==> src/rtl/imem_loader_pkg.sv <==
// -----------------------------------------------------------------------------
// imem_loader_pkg
// Shared types and constants for the instruction-memory image loader.
//   state_t        : loader FSM states
//   IMEM_DEPTH     : instruction memory depth in words
//   BYTES_PER_WORD : bytes packed into one instruction word
//   count_ok()     : true when an image word count can be loaded
// -----------------------------------------------------------------------------
package imem_loader_pkg;

    localparam int IMEM_DEPTH     = 64;
    localparam int BYTES_PER_WORD = 4;

    typedef enum logic [2:0] {
        IDLE,
        DATA,
        WRITE,
        CHECK,
        DONE,
        ERR
    } state_t;

    // A header byte is a legal word count when it is 1..IMEM_DEPTH.
    function automatic logic count_ok(input logic [7:0] n);
        return (n != 8'd0) && (n <= 8'(IMEM_DEPTH));
    endfunction

endpackage

==> src/rtl/imem_word_packer.sv <==
// -----------------------------------------------------------------------------
// imem_word_packer
// Packs a byte stream into little-endian 32-bit words. Bytes enter at the top
// of a right-shifting register, so after four shifts the first byte sits in
// bits [7:0].
// Ports:
//   i_clk, i_rst   : clock, synchronous active-high reset
//   i_shift_en     : a byte is accepted this cycle
//   i_byte         : the accepted byte
//   i_clear        : restart at byte 0 of a new word
//   o_word_next    : word value after shifting i_byte in (complete word when
//                    o_word_ready is high)
//   o_word_ready   : the byte being accepted this cycle completes a word
// -----------------------------------------------------------------------------
module imem_word_packer
    import imem_loader_pkg::*;
#(
    parameter int DATA_W = 32
) (
    input  logic              i_clk,
    input  logic              i_rst,
    input  logic              i_shift_en,
    input  logic [7:0]        i_byte,
    input  logic              i_clear,
    output logic [DATA_W-1:0] o_word_next,
    output logic              o_word_ready
);

    logic [DATA_W-1:0] r_word;
    logic [1:0]        r_byte_idx;

    // Offered combinationally so the FSM can register the finished word on the
    // same edge that accepts its last byte.
    assign o_word_next  = {i_byte, r_word[DATA_W-1:8]};
    assign o_word_ready = i_shift_en && (r_byte_idx == 2'(BYTES_PER_WORD - 1));

    always_ff @(posedge i_clk) begin
        if (i_rst) begin
            r_word     <= '0;
            r_byte_idx <= '0;
        end else if (i_clear) begin
            r_byte_idx <= '0;
        end else if (i_shift_en) begin
            r_word     <= o_word_next;
            r_byte_idx <= r_byte_idx + 2'd1;
        end
    end

endmodule

==> src/rtl/imem_loader.sv <==
// -----------------------------------------------------------------------------
// imem_loader
// Receives a program image as a byte stream and writes it into the 64x32
// instruction memory while holding the CPU. Image: count byte N (1..64),
// 4*N little-endian data bytes, one XOR checksum byte over everything before.
// Ports:
//   i_clk, i_rst  : clock, synchronous active-high reset
//   i_rx_valid    : byte available on i_rx_data
//   i_rx_data     : incoming byte
//   o_rx_ready    : loader accepts a byte this cycle
//   o_mem_we      : one-cycle write strobe
//   o_mem_addr    : write word address
//   o_mem_wdata   : write data
//   o_cpu_hold    : CPU held while high
//   o_load_done   : one-cycle pulse after a good image
//   o_load_err    : sticky error, cleared by the next image's first byte
//   o_state       : current FSM state (debug visibility)
//
// Handshake: a byte transfers on a rising edge where i_rx_valid && o_rx_ready.
// The sender holds i_rx_data stable while i_rx_valid is high and not accepted;
// o_rx_ready depends only on state, never on i_rx_valid.
// -----------------------------------------------------------------------------
module imem_loader
    import imem_loader_pkg::*;
#(
    parameter int ADDR_W = 6,
    parameter int DATA_W = 32
) (
    input  logic              i_clk,
    input  logic              i_rst,
    input  logic              i_rx_valid,
    input  logic [7:0]        i_rx_data,
    output logic              o_rx_ready,
    output logic              o_mem_we,
    output logic [ADDR_W-1:0] o_mem_addr,
    output logic [DATA_W-1:0] o_mem_wdata,
    output logic              o_cpu_hold,
    output logic              o_load_done,
    output logic              o_load_err,
    output state_t            o_state
);

    state_t            r_state;
    logic [ADDR_W:0]   r_word_cnt;
    logic [ADDR_W:0]   r_n;
    logic [7:0]        r_csum;
    logic              r_mem_we;
    logic [ADDR_W-1:0] r_mem_addr;
    logic [DATA_W-1:0] r_mem_wdata;
    logic              r_cpu_hold;
    logic              r_load_done;
    logic              r_load_err;

    logic              w_xfer;
    logic              w_shift;
    logic              w_pack_clear;
    logic [DATA_W-1:0] w_word_next;
    logic              w_word_ready;
    logic [ADDR_W:0]   w_cnt_inc;

    // DONE and ERR also refuse bytes so the first byte of the next image is
    // never swallowed by a one-cycle exit state.
    assign o_rx_ready   = (r_state == IDLE) || (r_state == DATA) || (r_state == CHECK);
    assign w_xfer       = i_rx_valid && o_rx_ready;
    assign w_shift      = w_xfer && (r_state == DATA);
    assign w_pack_clear = (r_state == WRITE) || (r_state == IDLE);
    assign w_cnt_inc    = r_word_cnt + 1'b1;

    imem_word_packer #(
        .DATA_W (DATA_W)
    ) u_packer (
        .i_clk        (i_clk),
        .i_rst        (i_rst),
        .i_shift_en   (w_shift),
        .i_byte       (i_rx_data),
        .i_clear      (w_pack_clear),
        .o_word_next  (w_word_next),
        .o_word_ready (w_word_ready)
    );

    always_ff @(posedge i_clk) begin
        if (i_rst) begin
            r_state     <= IDLE;
            r_word_cnt  <= '0;
            r_n         <= '0;
            r_csum      <= '0;
            r_mem_we    <= 1'b0;
            r_mem_addr  <= '0;
            r_mem_wdata <= '0;
            r_cpu_hold  <= 1'b0;
            r_load_done <= 1'b0;
            r_load_err  <= 1'b0;
        end else begin
            r_mem_we    <= 1'b0;
            r_load_done <= 1'b0;
            case (r_state)
                IDLE: begin
                    if (w_xfer) begin
                        r_csum     <= i_rx_data;
                        r_cpu_hold <= 1'b1;
                        r_word_cnt <= '0;
                        r_n        <= i_rx_data[ADDR_W:0];
                        if (count_ok(i_rx_data)) begin
                            r_load_err <= 1'b0;
                            r_state    <= DATA;
                        end else begin
                            r_load_err <= 1'b1;
                            r_state    <= ERR;
                        end
                    end
                end
                DATA: begin
                    if (w_xfer) begin
                        r_csum <= r_csum ^ i_rx_data;
                        if (w_word_ready) begin
                            // Strobe is registered here so it is high exactly
                            // during the WRITE cycle.
                            r_mem_we    <= 1'b1;
                            r_mem_addr  <= r_word_cnt[ADDR_W-1:0];
                            r_mem_wdata <= w_word_next;
                            r_state     <= WRITE;
                        end
                    end
                end
                WRITE: begin
                    r_word_cnt <= w_cnt_inc;
                    r_state    <= (w_cnt_inc == r_n) ? CHECK : DATA;
                end
                CHECK: begin
                    if (w_xfer) begin
                        if (i_rx_data == r_csum) begin
                            r_load_done <= 1'b1;
                            r_cpu_hold  <= 1'b0;
                            r_state     <= DONE;
                        end else begin
                            r_load_err <= 1'b1;
                            r_state    <= ERR;
                        end
                    end
                end
                DONE:    r_state <= IDLE;
                ERR:     r_state <= IDLE;  // hold stays high: bad image must not run
                default: r_state <= IDLE;
            endcase
        end
    end

    assign o_mem_we    = r_mem_we;
    assign o_mem_addr  = r_mem_addr;
    assign o_mem_wdata = r_mem_wdata;
    assign o_cpu_hold  = r_cpu_hold;
    assign o_load_done = r_load_done;
    assign o_load_err  = r_load_err;
    assign o_state     = r_state;

endmodule

==> config.mk <==
export PLATFORM = sky130hd
export DESIGN_NAME = imem_loader
export DESIGN_NICKNAME = d
export VERILOG_FILES = /design/src/rtl/imem_loader_pkg.sv /design/src/rtl/imem_word_packer.sv /design/src/rtl/imem_loader.sv
export SDC_FILE = /design/constraint.sdc
export NUM_CORES = 1
export LEC_CHECK = 0
export ABC_AREA = 1
export BUFFER_PORTS_ARGS = -buffer_cell sky130_fd_sc_hd__buf_4
export CAP_MARGIN = 30
export CORE_ASPECT_RATIO = 0.8
export CORE_UTILIZATION = 56
export CTS_CLUSTER_SIZE = 16
export DETAILED_ROUTE_END_ITERATION = 8
export HOLD_SLACK_MARGIN = 0.06
export PLACE_DENSITY = 0.83
export SYNTH_ARGS = -nofsm -noshare
export SYNTH_HDL_FRONTEND = slang
export SYNTH_SLANG_ARGS = --single-unit
==> constraint.sdc <==
create_clock -name i_clk -period 1.96 [get_ports i_clk]
set_input_delay 0.098 -clock i_clk [delete_from_list [all_inputs] [get_ports i_clk]]
set_output_delay 0.098 -clock i_clk [all_outputs]
set_load 0.05 [all_outputs]
**Word level (Yosys, flattened, before mapping)**

Index checks and enable logic that the tools add are counted.

- Memories kept: 0
- Input port bits: 11
- Flip-flop bits (word level): 101
- Memory bits (writable): 0
- ROM bits: 0
- Word-level logic and storage cells: 79
- Bits in latches: 0
- Output and inout bits: 46

- Equality and inequality tests: 12
- Divide/modulo/power cells: 0
- Bitwise logic cells: 5
- Order comparisons: 1
- Mux-type cells: 24
- Multipliers: 0
- Add/subtract/negate cells: 2
- Reduce and logical (&&, ||, !) cells: 23
- Shift operators: 0

Operators with widths:

| cell | number |
|---|---|
| $mux 8 | 2 |
| $pmux 8 s2 | 1 |
| $mux 3 | 5 |
| $pmux 7 s2 | 1 |
| $pmux 3 s4 | 1 |
| $reduce_and 4->1 | 3 |
| $mux 1 | 10 |
| $eq 8x8->1 | 1 |
| $le 8x7->1 const B | 1 |
| $ne 2x2->1 const B | 4 |
| $reduce_bool 8->1 | 1 |
| $xor 8x8->8 | 1 |
| $add 7x1->7 const B | 1 |
| $eq 7x7->1 | 1 |
| $mux 7 | 1 |
| $eq 3x2->1 const B | 2 |
| $reduce_and 2->1 | 3 |
| $reduce_and 3->1 | 2 |
| $reduce_bool 2->1 | 3 |
| $reduce_or 3->1 | 2 |
| $logic_and 1x1->1 | 4 |
| $ne 2x1->1 const B | 2 |
| $not 1->1 | 4 |
| $pmux 1 s2 | 2 |
| other kinds (7) | 9 |

**Longest topological paths before layout**

Gate-level depths: netlist (run 1).

- Depth after elaboration: 9
- Depth in mapped cells: 13
- Mapped depth without buffers: 13

**Hierarchy**

Synthesis (run 1) repeated with hierarchy kept, for this count alone.

- Cells, all modules: 569
- Area, all modules: 4,078.9 um^2

Modules (own cells, without submodules):

| module | area an instance (um^2) | cells each | sequential area each (um^2) | instances |
|---|---|---|---|---|
| imem_loader | 2,885.3 | 393 | 1,341.3 | 1 |
| imem_word_packer | 1,193.6 | 176 | 520.5 | 1 |

**Worst setup path before layout (run 1)**

No wires, ideal clock.

- Path kind: register to register
- Start: register r_state[2] (netlist: o_state[2])
- End: register r_state[0] (netlist: o_state[0])
- Arrival time: 1.994 ns
- Clock period less this slack: 2.064 ns
- Path slack: -0.104 ns
- Data required time: 1.890 ns
- Library setup time: 0.070 ns
- Path buffers: 0
- Cell stages (with the launch flop): 9
- Path through: dfxtp_1 > nor2_1 > nand2_1 > nand2_1 > inv_1 > nand2_1 > a21oi_2 > o21ai_0 > a21oi_1

- Longest elaborated chain between the ends: 8
- Elaborated cells on any way between the ends: 15
- Those cells by class: eq/ne: 7; mux: 1; reduce/logical: 7

RTL lines:

| element | line | source |
|---|---|---|
| from (decl) | imem_loader.sv:43 | `state_t r_state;` |
| from (signal assigned) | imem_loader.sv:127 | `r_state <= (w_cnt_inc == r_n) ? CHECK : DATA;` |
| $eq 3x1->1 / $logic_not 3->1 (equally long branches) | imem_loader.sv:63 | `assign o_rx_ready = (r_state == IDLE) \|\| (r_state == DATA) \|\| (r_state == CHECK);` |
| $logic_or 1x1->1 | imem_loader.sv:63 |  |
| $logic_or 1x1->1 (*) | imem_loader.sv:63 |  |
| named net o_rx_ready | imem_loader.sv:33 | `output logic o_rx_ready,` |
| $logic_and 1x1->1 (*) | imem_loader.sv:64 | `assign w_xfer = i_rx_valid && o_rx_ready;` |
| $logic_and 1x1->1 | imem_loader.sv:65 | `assign w_shift = w_xfer && (r_state == DATA);` |
| $logic_and 1x1->1 | imem_word_packer.sv:35 | `assign o_word_ready = i_shift_en && (r_byte_idx == 2'(BYTES_PER_WORD - 1));` |
| $ne 2x1->1 (no source line) | - |  |
| $reduce_and 4->1 (no source line) (*) | - |  |

Mark *: on every way through the listed nets, which the timed path passes. The rest lies on a longest branch.
A chain may end at the register's enable or synchronous reset.

**Final worst setup path (run 1)**

- Start: register r_word_cnt[1]
- End: register r_state[1] (netlist: o_state[1])

- Longest elaborated chain between the ends: 4

RTL lines:

| element | line | source |
|---|---|---|
| from (decl) | imem_loader.sv:44 | `logic [ADDR_W:0] r_word_cnt;` |
| from (signal assigned) | imem_loader.sv:126 | `r_word_cnt <= w_cnt_inc;` |
| $add 7x1->7 | imem_loader.sv:67 | `assign w_cnt_inc = r_word_cnt + 1'b1;` |
| $eq 7x7->1 | imem_loader.sv:127 |  |
| $mux 2 | imem_loader.sv:127 |  |
| $pmux 3 s4 | imem_loader.sv:96 | `case (r_state)` |

Every way passes these cells.

==> results of run 1 <==
==> cell usage after synthesis <==
cell type / number
a211oi_1: 3
a21oi_1: 59
a21oi_2: 3
a31oi_1: 2
buf_1: 1
buf_2: 7
buf_6: 1
clkbuf_1: 14
clkbuf_2: 1
dfxtp_1: 93
ha_1: 2
inv_1: 31
inv_2: 5
mux2i_1: 2
nand2_1: 88
nand2_2: 1
nand2_4: 2
nand3_1: 32
nand4_1: 3
nor2_1: 51
nor2_2: 1
nor2_4: 3
nor3_1: 2
nor3_2: 2
nor3b_1: 1
o21ai_0: 43
o21ai_1: 17
o21bai_1: 1
xnor2_1: 6
xor2_1: 4
==> kinds of logic after synthesis <==
family,Yosys count,synth area share
AND/OR/NAND/NOR,186,0.218
AO/OA/AOI/OAI,128,0.179
flip-flops,93,0.502
buffers and inverters,60,0.0654
XOR/XNOR,10,0.0236
multiplexers,2,0.00540
adder cells (fa/ha/maj),2,0.00675
==> registers in the layout, indices dropped and copies added (netlist names), 2 cells and up <==
register	flops
o_mem_addr	6
r_word_cnt	7
u_packer.r_word	24
r_n	7
o_state	3
o_mem_wdata	32
r_csum	8
u_packer.r_byte_idx	2
==> layout make-up <==
| cell class | instances | area [µm²] | share of cell area |
|---|---|---|---|
| sequential | 93 | 1870 | 0.413 |
| multi-input combinational | 328 | 1610 | 0.356 |
| timing repair buffer | 73 | 583 | 0.129 |
| inverter | 36 | 135 | 0.0299 |
| clock buffer | 9 | 124 | 0.0274 |
| tap | 84 | 105 | 0.0233 |
| clock inverter | 7 | 97.6 | 0.0216 |
==> metrics by stage <==
stage | setup slack, ns | cells | cell area [µm²]
after global routing | 0.0510 | 630 | 4520
after floorplan | 0.127 | 481 | 3710
after CTS | 0.179 | 630 | 4510
after detailed placement | 0.216 | 605 | 4200
final | 0.197 | 630 | 4520
after global placement | 0.305 | 605 | 4200
==> power breakdown <==
group | leakage [µW] | switching, µW | internal (µW) | total (µW)
logic | 0.00109 | 1030 | 505 | 1540
clock network | 0.000106 | 688 | 725 | 1410
registers | 0.000757 | 183 | 2180 | 2360
==> worst max path at each step <==
stage	start	to	slack (ns)	cells after the start
after floorplan	o_state[0]$_SDFFE_PP0P_	o_state[0]$_SDFFE_PP0P_	0.13	9
after CTS	r_word_cnt[1]$_SDFFE_PP0P_	o_state[1]$_SDFFE_PP0P_	0.18	11
after global routing	r_word_cnt[1]$_SDFFE_PP0P_	o_state[1]$_SDFFE_PP0P_	0.05	11
after global placement	r_word_cnt[1]$_SDFFE_PP0P_	o_state[1]$_SDFFE_PP0P_	0.31	11
final	r_word_cnt[1]$_SDFFE_PP0P_	o_state[1]$_SDFFE_PP0P_	0.20	11
after detailed placement	r_word_cnt[1]$_SDFFE_PP0P_	o_state[1]$_SDFFE_PP0P_	0.22	11
==> per-layer routing <==
layer | global-route usage | routed length [µm] | vias up
li1 | - | - | 1702
met5 | 0 | 0 | -
met1 | 0.351 | 3980 | 1558
met3 | 0.0626 | 611 | 15
met2 | 0.435 | 4150 | 149
met4 | 0.0889 | 111 | 0
==> what timing repair did <==
action	CTS	global route
gates resized for setup	0	1
setup endpoints to repair	0	1
hold endpoints to repair	14	0
buffers inserted	0	0
hold buffers	9	0
==> flow_metrics.tcl, run 1 <==
set metrics [dict create \
    rsz0062_at_grt "no" \
    nets 554 \
    grt_antenna_before_repair 0 \
    die_width_um 93.0 \
    fin_crit_ns 1.76 \
    holdPathStages 2 \
    cts.sinks 93 \
    totalPowerFinal_uw 5310 \
    path_common_cell "nand2_1" \
    hp-start "i_rst" \
    status "complete, no violations" \
    whs_ns 0.121 \
    routed_wl_mm 8.85 \
    syn-num-nets 494 \
    clk_pin_slew_worst_paths_ns 0.10 \
    rrSetupSlack_ns 0.20 \
    io_pins 57 \
    worst_pin_slew_ns 0.490 \
    synthDistinctLibCells 30 \
    overflow 0 \
    gp_congestion 0.904 \
    yosysWarnings 0 \
    die_area_um2 6950 \
    ir_worst_vdd_mv 0.821 \
    ys_seq_area_frac 0.502 \
    die_h_um 74.8 \
    slowest_delay_ns 0.44 \
    first_pass_iters 6 \
    setup-tns-final_ns 0 \
    critPathBufInv 0 \
    tritoncts "built" \
    n_antenna_cell 0 \
    drc 0 \
    hold_viol_final 0 \
    post-dp-hpwl_mm 5.78 \
    drive_gt1_frac 0.185 \
    grt_util_all_layers 0.265 \
    critPathLaunchType "flip-flop" \
    grt_first_pass_wirelength_mm 14.2 \
    h-tree-depth 3 \
    vias 3424 \
    clockRootBuffer "clkbuf_8" \
    yosysTopAreaCell "dfxtp_1" \
    cp_cell_sequence "ha_1, nand2_1, nor2_2, nand3_1, nand3_1, nand2_1, nor2_1, nand3_1, nand2_1, nand2_1, a21oi_1" \
    wl_per_cell_um 14.1 \
    ys_top_cells_by_area "dfxtp_1 (50%), nand2_1 (8.9%), a21oi_1 (8.0%)" \
    report.final.slew_viol_count 0 \
    ant_nets 0 \
    final_cell_mix "dfxtp_1 (90), nand2_1 (88), buf_4 (63), a21oi_1 (59), nor2_1 (50)" \
    numPortBuffers 56 \
    crit_type "flip-flop to flip-flop" \
    end_kind "flip-flop" \
    cp.arrival_ns 2.06 \
    fin_util 0.708 \
    synthCells 481 \
    crit_slowest_cell "dfxtp_1" \
    r2r_end "o_state[1]$_SDFFE_PP0P_" \
    final_common_cell "dfxtp_1" \
    power.leakage_uw 0.00196 \
    fin_skew_ns 0.00873 \
    timing.fmax_mhz 567 \
    powerDensity_nw_per_um2 1180 \
    worstRegToRegCells 11 \
    clkLatencyLatePin_ns 0.37 \
    cts_buffers 9 \
    setup_violations 0 \
    fill_cells 519 \
    fin_crit_sh 0.899 \
    max_cap_viol_count 0 \
    r2r_start "r_word_cnt[1]$_SDFFE_PP0P_" \
    critical_path_required_ns 2.25 \
    start_util 0.582 \
    cts_buffer_depth 2 \
    hold_end "o_mem_wdata[1]$_SDFFE_PP0P_" \
    first_iter_violations 225 \
    syn_area_um2 3710 \
    grt_max_degree 56 \
    yosys.area.top_type_share 0.502 \
    vias_per_cell 5.43 \
    path_delay_family "simple AND/OR/NAND/NOR gates" \
    fp.coreArea_um2 6380 \
    grt_pass1_vias 2934 \
    cp_max_fo 6 \
    slew_headroom 0.672 \
    syn_avg_cell_area_um2 7.71 \
    syn2layout_area_growth_pct 21.8 \
    ys_ff_latch 93 \
    min_path_type "input port to flip-flop" \
    fp-row-count 26 \
]
(Power assumes the default switching activity.)
==> run 2, diff against run 1 <==
MAX_ROUTING_LAYER = met4   (was not set)
==> flow_metrics.tcl, run 2 (synthesis gave the netlist of run 1 again) <==
set metrics [dict create \
    slew_headroom 0.676 \
    place_inst 605 \
    fp.coreArea_um2 6380 \
    largest_reg_flops 32 \
    end_kind "flip-flop" \
    path_delay_family "simple AND/OR/NAND/NOR gates" \
    grt_first_pass_wirelength_mm 14.2 \
    first_pass_iters 5 \
    power.share.sequential 0.445 \
    h-tree-depth 3 \
    fill_cells 519 \
    die_h_um 74.8 \
    cp_cell_sequence "ha_1, nand2_1, nor2_2, nand3_1, nand3_1, nand2_1, nor2_1, nand3_1, nand2_1, nand2_1, a21oi_1" \
    numPortBuffers 56 \
    switching_share 0.358 \
    p_sw_uw 1900 \
    tritoncts "built" \
    grt_antenna_before_repair 0 \
    register_area_um2 1870 \
    layout.cells.non_filler 630 \
    path_common_cell "nand2_1" \
    drive_gt1_frac 0.185 \
    io_pins 57 \
    vias 3417 \
    max_cap_viol_count 0 \
    power_frac_clock 0.265 \
    final_common_cell "dfxtp_1" \
    wl_per_cell_um 14.0 \
    first_iter_violations 232 \
    clkLatencyLatePin_ns 0.36 \
    status "complete, no violations" \
    cts_buffers 9 \
    syn2layout_area_growth_pct 21.8 \
    cts_buffer_depth 2 \
    setup_violations 0 \
    gp_congestion 0.920 \
    cp_max_fo 6 \
    nets 554 \
    cts.sinks 93 \
    ant_nets 0 \
    whs_ns 0.128 \
    power.leakage_uw 0.00196 \
    pwr-share-comb 0.290 \
    grt_util_all_layers 0.274 \
    hold_viol_final 0 \
    critPathLaunchType "flip-flop" \
    fin_util 0.708 \
    critical_path_required_ns 2.25 \
    fin_crit_sh 0.901 \
    rsz0062_at_grt "no" \
    routed_wl_mm 8.84 \
    die_area_um2 6950 \
    powerDensity_nw_per_um2 1180 \
    cp.arrival_ns 2.05 \
    final_cell_mix "dfxtp_1 (90), nand2_1 (88), buf_4 (63), a21oi_1 (59), nor2_1 (50)" \
    fin_crit_ns 1.77 \
    fin_skew_ns 0.00826 \
    ir_worst_vdd_mv 0.826 \
    timing.fmax_mhz 567 \
    overflow 0 \
    grt_max_degree 56 \
    intPower_uw 3410 \
    fp-row-count 26 \
    slowest_delay_ns 0.44 \
    worst_pin_slew_ns 0.484 \
    post-dp-hpwl_mm 5.78 \
    drc 0 \
    setup-tns-final_ns 0 \
    die_width_um 93.0 \
    clockRootBuffer "clkbuf_8" \
    clk_pin_slew_worst_paths_ns 0.09 \
    start_util 0.582 \
    report.final.slew_viol_count 0 \
    crit_type "flip-flop to flip-flop" \
    critPathBufInv 0 \
    crit_slowest_cell "dfxtp_1" \
    vias_per_cell 5.42 \
    n_antenna_cell 0 \
    min_path_type "input port to flip-flop" \
    multi_input_area_um2 1610 \
    grt_pass1_vias 2934 \
]
## run 2: cell counts in the layout (fill, tap and decap cells not counted)
No cell type changed its count.
## run 2: timing repair
item / in CTS / in global routing
hold endpoints to repair: 14 / 0
setup buffers: 0 / 0
resized for setup: 0 / 1
hold buffers: 9 / 0
endpoints found under the setup margin: 0 / 1
## run 2: worst paths after layout
| path | slack (ns) | cells past startpoint | endpoint | startpoint |
|---|---|---|---|---|
| max | 0.19 | 11 | o_state[1]$_SDFFE_PP0P_ | r_word_cnt[1]$_SDFFE_PP0P_ |
| min | 0.13 | 2 | o_mem_wdata[1]$_SDFFE_PP0P_ | i_rst |
| max reg2reg | 0.19 | 11 | o_state[1]$_SDFFE_PP0P_ | r_word_cnt[1]$_SDFFE_PP0P_ |
| min reg2reg | 0.46 | 2 | o_cpu_hold$_SDFFE_PP0P_ | o_cpu_hold$_SDFFE_PP0P_ |
## run 2: metrics by stage
| step | cell area [µm²] | worst slack, ns | power (µW) |
|---|---|---|---|
| floorplan | 3710 | 0.127 | 3530 |
| global placement | 4200 | 0.305 | 3850 |
| detailed placement | 4200 | 0.216 | 3890 |
| CTS | 4510 | 0.179 | 5310 |
| global route | 4520 | 0.0507 | 5620 |
| finish | 4520 | 0.195 | 5310 |
## run 2: worst reg2reg max path, cell delays in order (launching register included)
cell     delay, ns
dfxtp_1       0.44
ha_1          0.23
nand2_1       0.13
nor2_2        0.18
nand3_1       0.14
nand3_1       0.12
nand2_1       0.06
nor2_1        0.08
nand3_1       0.09
nand2_1       0.06
nand2_1       0.04
a21oi_1       0.11
## run 2: layout make-up
| class | count | area share |
|---|---|---|
| well taps | 84 | 0.0233 |
| flip-flops and latches | 93 | 0.413 |
| clock inverters | 7 | 0.0216 |
| clock buffers | 9 | 0.0274 |
| repair buffers | 73 | 0.129 |
| multi-input cells | 328 | 0.356 |
| inverters | 36 | 0.0299 |
## run 2: metal layers
layer	GRT usage	vias to the layer above	wire [µm]
met5	-	-	0
met4	0.0735	0	81
met3	0.0687	13	572
met2	0.435	122	4140
met1	0.352	1578	4040
li1	-	1704	-
## run 2: power groups by stage
stage	clock network (µW)	logic (µW)	registers [µW]
global route	1520	1710	2390
floorplan	0	1050	2480
global placement	0	1460	2390
CTS	1420	1530	2360
detailed placement	0	1500	2390
finish	1410	1540	2360
==> run 3, diff against run 2 <==
PLACE_DENSITY = 0.9   (was 0.83)
==> flow_metrics.tcl, run 3 (synthesis gave the netlist of run 1 again) <==
set metrics [dict create \
    cts.sinks 93 \
    h-tree-depth 3 \
    ant_nets 0 \
    critical_path_required_ns 2.24 \
    fp-row-count 26 \
    intPower_uw 3190 \
    vias 3429 \
    setup-tns-final_ns 0 \
    grt_antenna_before_repair 0 \
    slowest_delay_ns 0.44 \
    timing.fmax_mhz 564 \
    clk_pin_slew_worst_paths_ns 0.09 \
    cts_buffers 9 \
    die_area_um2 6950 \
    end_kind "flip-flop" \
    grt_pass1_vias 3081 \
    pwr-share-comb 0.303 \
    cts_buffer_depth 2 \
    cp.arrival_ns 2.06 \
    powerDensity_nw_per_um2 1140 \
    overflow 0 \
    io_pins 57 \
    final_common_cell "dfxtp_1" \
    place_inst 605 \
    wl_per_cell_um 13.9 \
    post-dp-hpwl_mm 6.00 \
    path_common_cell "nand2_1" \
    status "complete, no violations" \
    crit_type "flip-flop to flip-flop" \
    die_width_um 93.0 \
    first_pass_iters 5 \
    syn2layout_area_growth_pct 20.7 \
    crit_slowest_cell "dfxtp_1" \
    cp_max_fo 6 \
    path_delay_family "simple AND/OR/NAND/NOR gates" \
    vias_per_cell 5.44 \
    hold_buffers 9 \
    report.final.slew_viol_count 0 \
    fp.coreArea_um2 6380 \
    routed_wl_mm 8.76 \
    first_iter_violations 232 \
    start_util 0.582 \
    p_sw_uw 1900 \
    max_cap_viol_count 0 \
    grt_first_pass_wirelength_mm 14.2 \
    ir_worst_vdd_mv 0.696 \
    clkLatencyLatePin_ns 0.36 \
    switching_share 0.374 \
    rsz0062_at_grt "no" \
    worst_pin_slew_ns 0.457 \
    totalPowerFinal_uw 5090 \
    n_antenna_cell 0 \
    gp_congestion 0.960 \
    fin_crit_sh 0.905 \
    fin_crit_ns 1.77 \
    min_path_type "input port to flip-flop" \
    cp_cell_sequence "ha_1, nand2_1, nor2_1, nand3_1, nand3_1, nand2_1, nor2_1, nand3_1, nand2_1, nand2_1, a21oi_1" \
    grt_util_all_layers 0.272 \
    cts_setup_buffers 0 \
    fin_skew_ns 0.0107 \
    critPathLaunchType "flip-flop" \
    cts_resized 0 \
    power.leakage_uw 0.00195 \
    layout_setup_ws_ns 0.186 \
    final_cell_mix "dfxtp_1 (90), nand2_1 (88), buf_4 (63), a21oi_1 (59), nor2_1 (51)" \
    tritoncts "built" \
    clockRootBuffer "clkbuf_8" \
    numPortBuffers 56 \
    largest_reg_flops 32 \
    die_h_um 74.8 \
    layout.cells.non_filler 630 \
    drive_gt1_frac 0.183 \
    critPathBufInv 0 \
    pre_cts_ws_ns 0.244 \
    nets 554 \
    power_frac_clock 0.232 \
    power.share.sequential 0.465 \
    whs_ns 0.130 \
    drc 0 \
    grt_max_degree 57 \
    setup_violations 0 \
    slew_headroom 0.694 \
    hold_viol_final 0 \
]
run 3: cell types whose count changed in the layout (fill, tap and decap cells not counted), sizes merged:
cell,previous run,this run
clkinvlp,2,0
clkbuf,9,10
clkinv,1,4
bufinv,2,0
run 3: power groups by stage:
stage	sequential, µW	clock [µW]	combinational (µW)
6_report	2370	1180	1540
5_1_grt	2400	1290	1700
4_1_cts	2360	1210	1530
3_5_place_dp	2400	0	1500
3_3_place_gp	2380	0	1450
2_1_floorplan	2480	0	1050
run 3: path summary, 6_finish.rpt:
check / startpoint / to / slack [ns] / depth (start not counted)
hold / removal: i_rst / o_mem_wdata[1]$_SDFFE_PP0P_ / 0.13 / 2
setup / recovery: r_word_cnt[1]$_SDFFE_PP0P_ / o_state[1]$_SDFFE_PP0P_ / 0.19 / 11
setup reg to reg: r_word_cnt[1]$_SDFFE_PP0P_ / o_state[1]$_SDFFE_PP0P_ / 0.19 / 11
hold reg to reg: u_packer.r_word[12]$_SDFFE_PP0P_ / o_mem_wdata[4]$_SDFFE_PP0P_ / 0.46 / 2
run 3: per-layer routing:
metal  track usage  routed length, µm  vias to the layer above
met1         0.340               3840                     1563
li1              -                  -                     1708
met4        0.0906                 72                        0
met2         0.429               4130                      148
met5             -                  0                        -
met3        0.0758                729                       10
run 3: worst reg2reg max path: stages, from the launching register on:
cell     delay, ns
dfxtp_1       0.44
ha_1          0.24
nand2_1       0.12
nor2_1        0.20
nand3_1       0.14
nand3_1       0.11
nand2_1       0.06
nor2_1        0.08
nand3_1       0.08
nand2_1       0.07
nand2_1       0.05
a21oi_1       0.12
run 3: stage by stage:
stage | area, µm² | util
floorplan | 3710 | -
global placement | 4200 | 0.659
detailed placement | 4200 | 0.659
CTS | 4480 | 0.702
global route | 4480 | 0.702
finish | 4480 | 0.702
run 3: layout make-up:
cell class,count,area (µm²)
clock inverters,6,45.0
repair buffers,73,583
inverters,36,135
well taps,84,105
fillers,516,1900
flip-flops and latches,93,1870
multi-input cells,328,1600
clock buffers,10,138
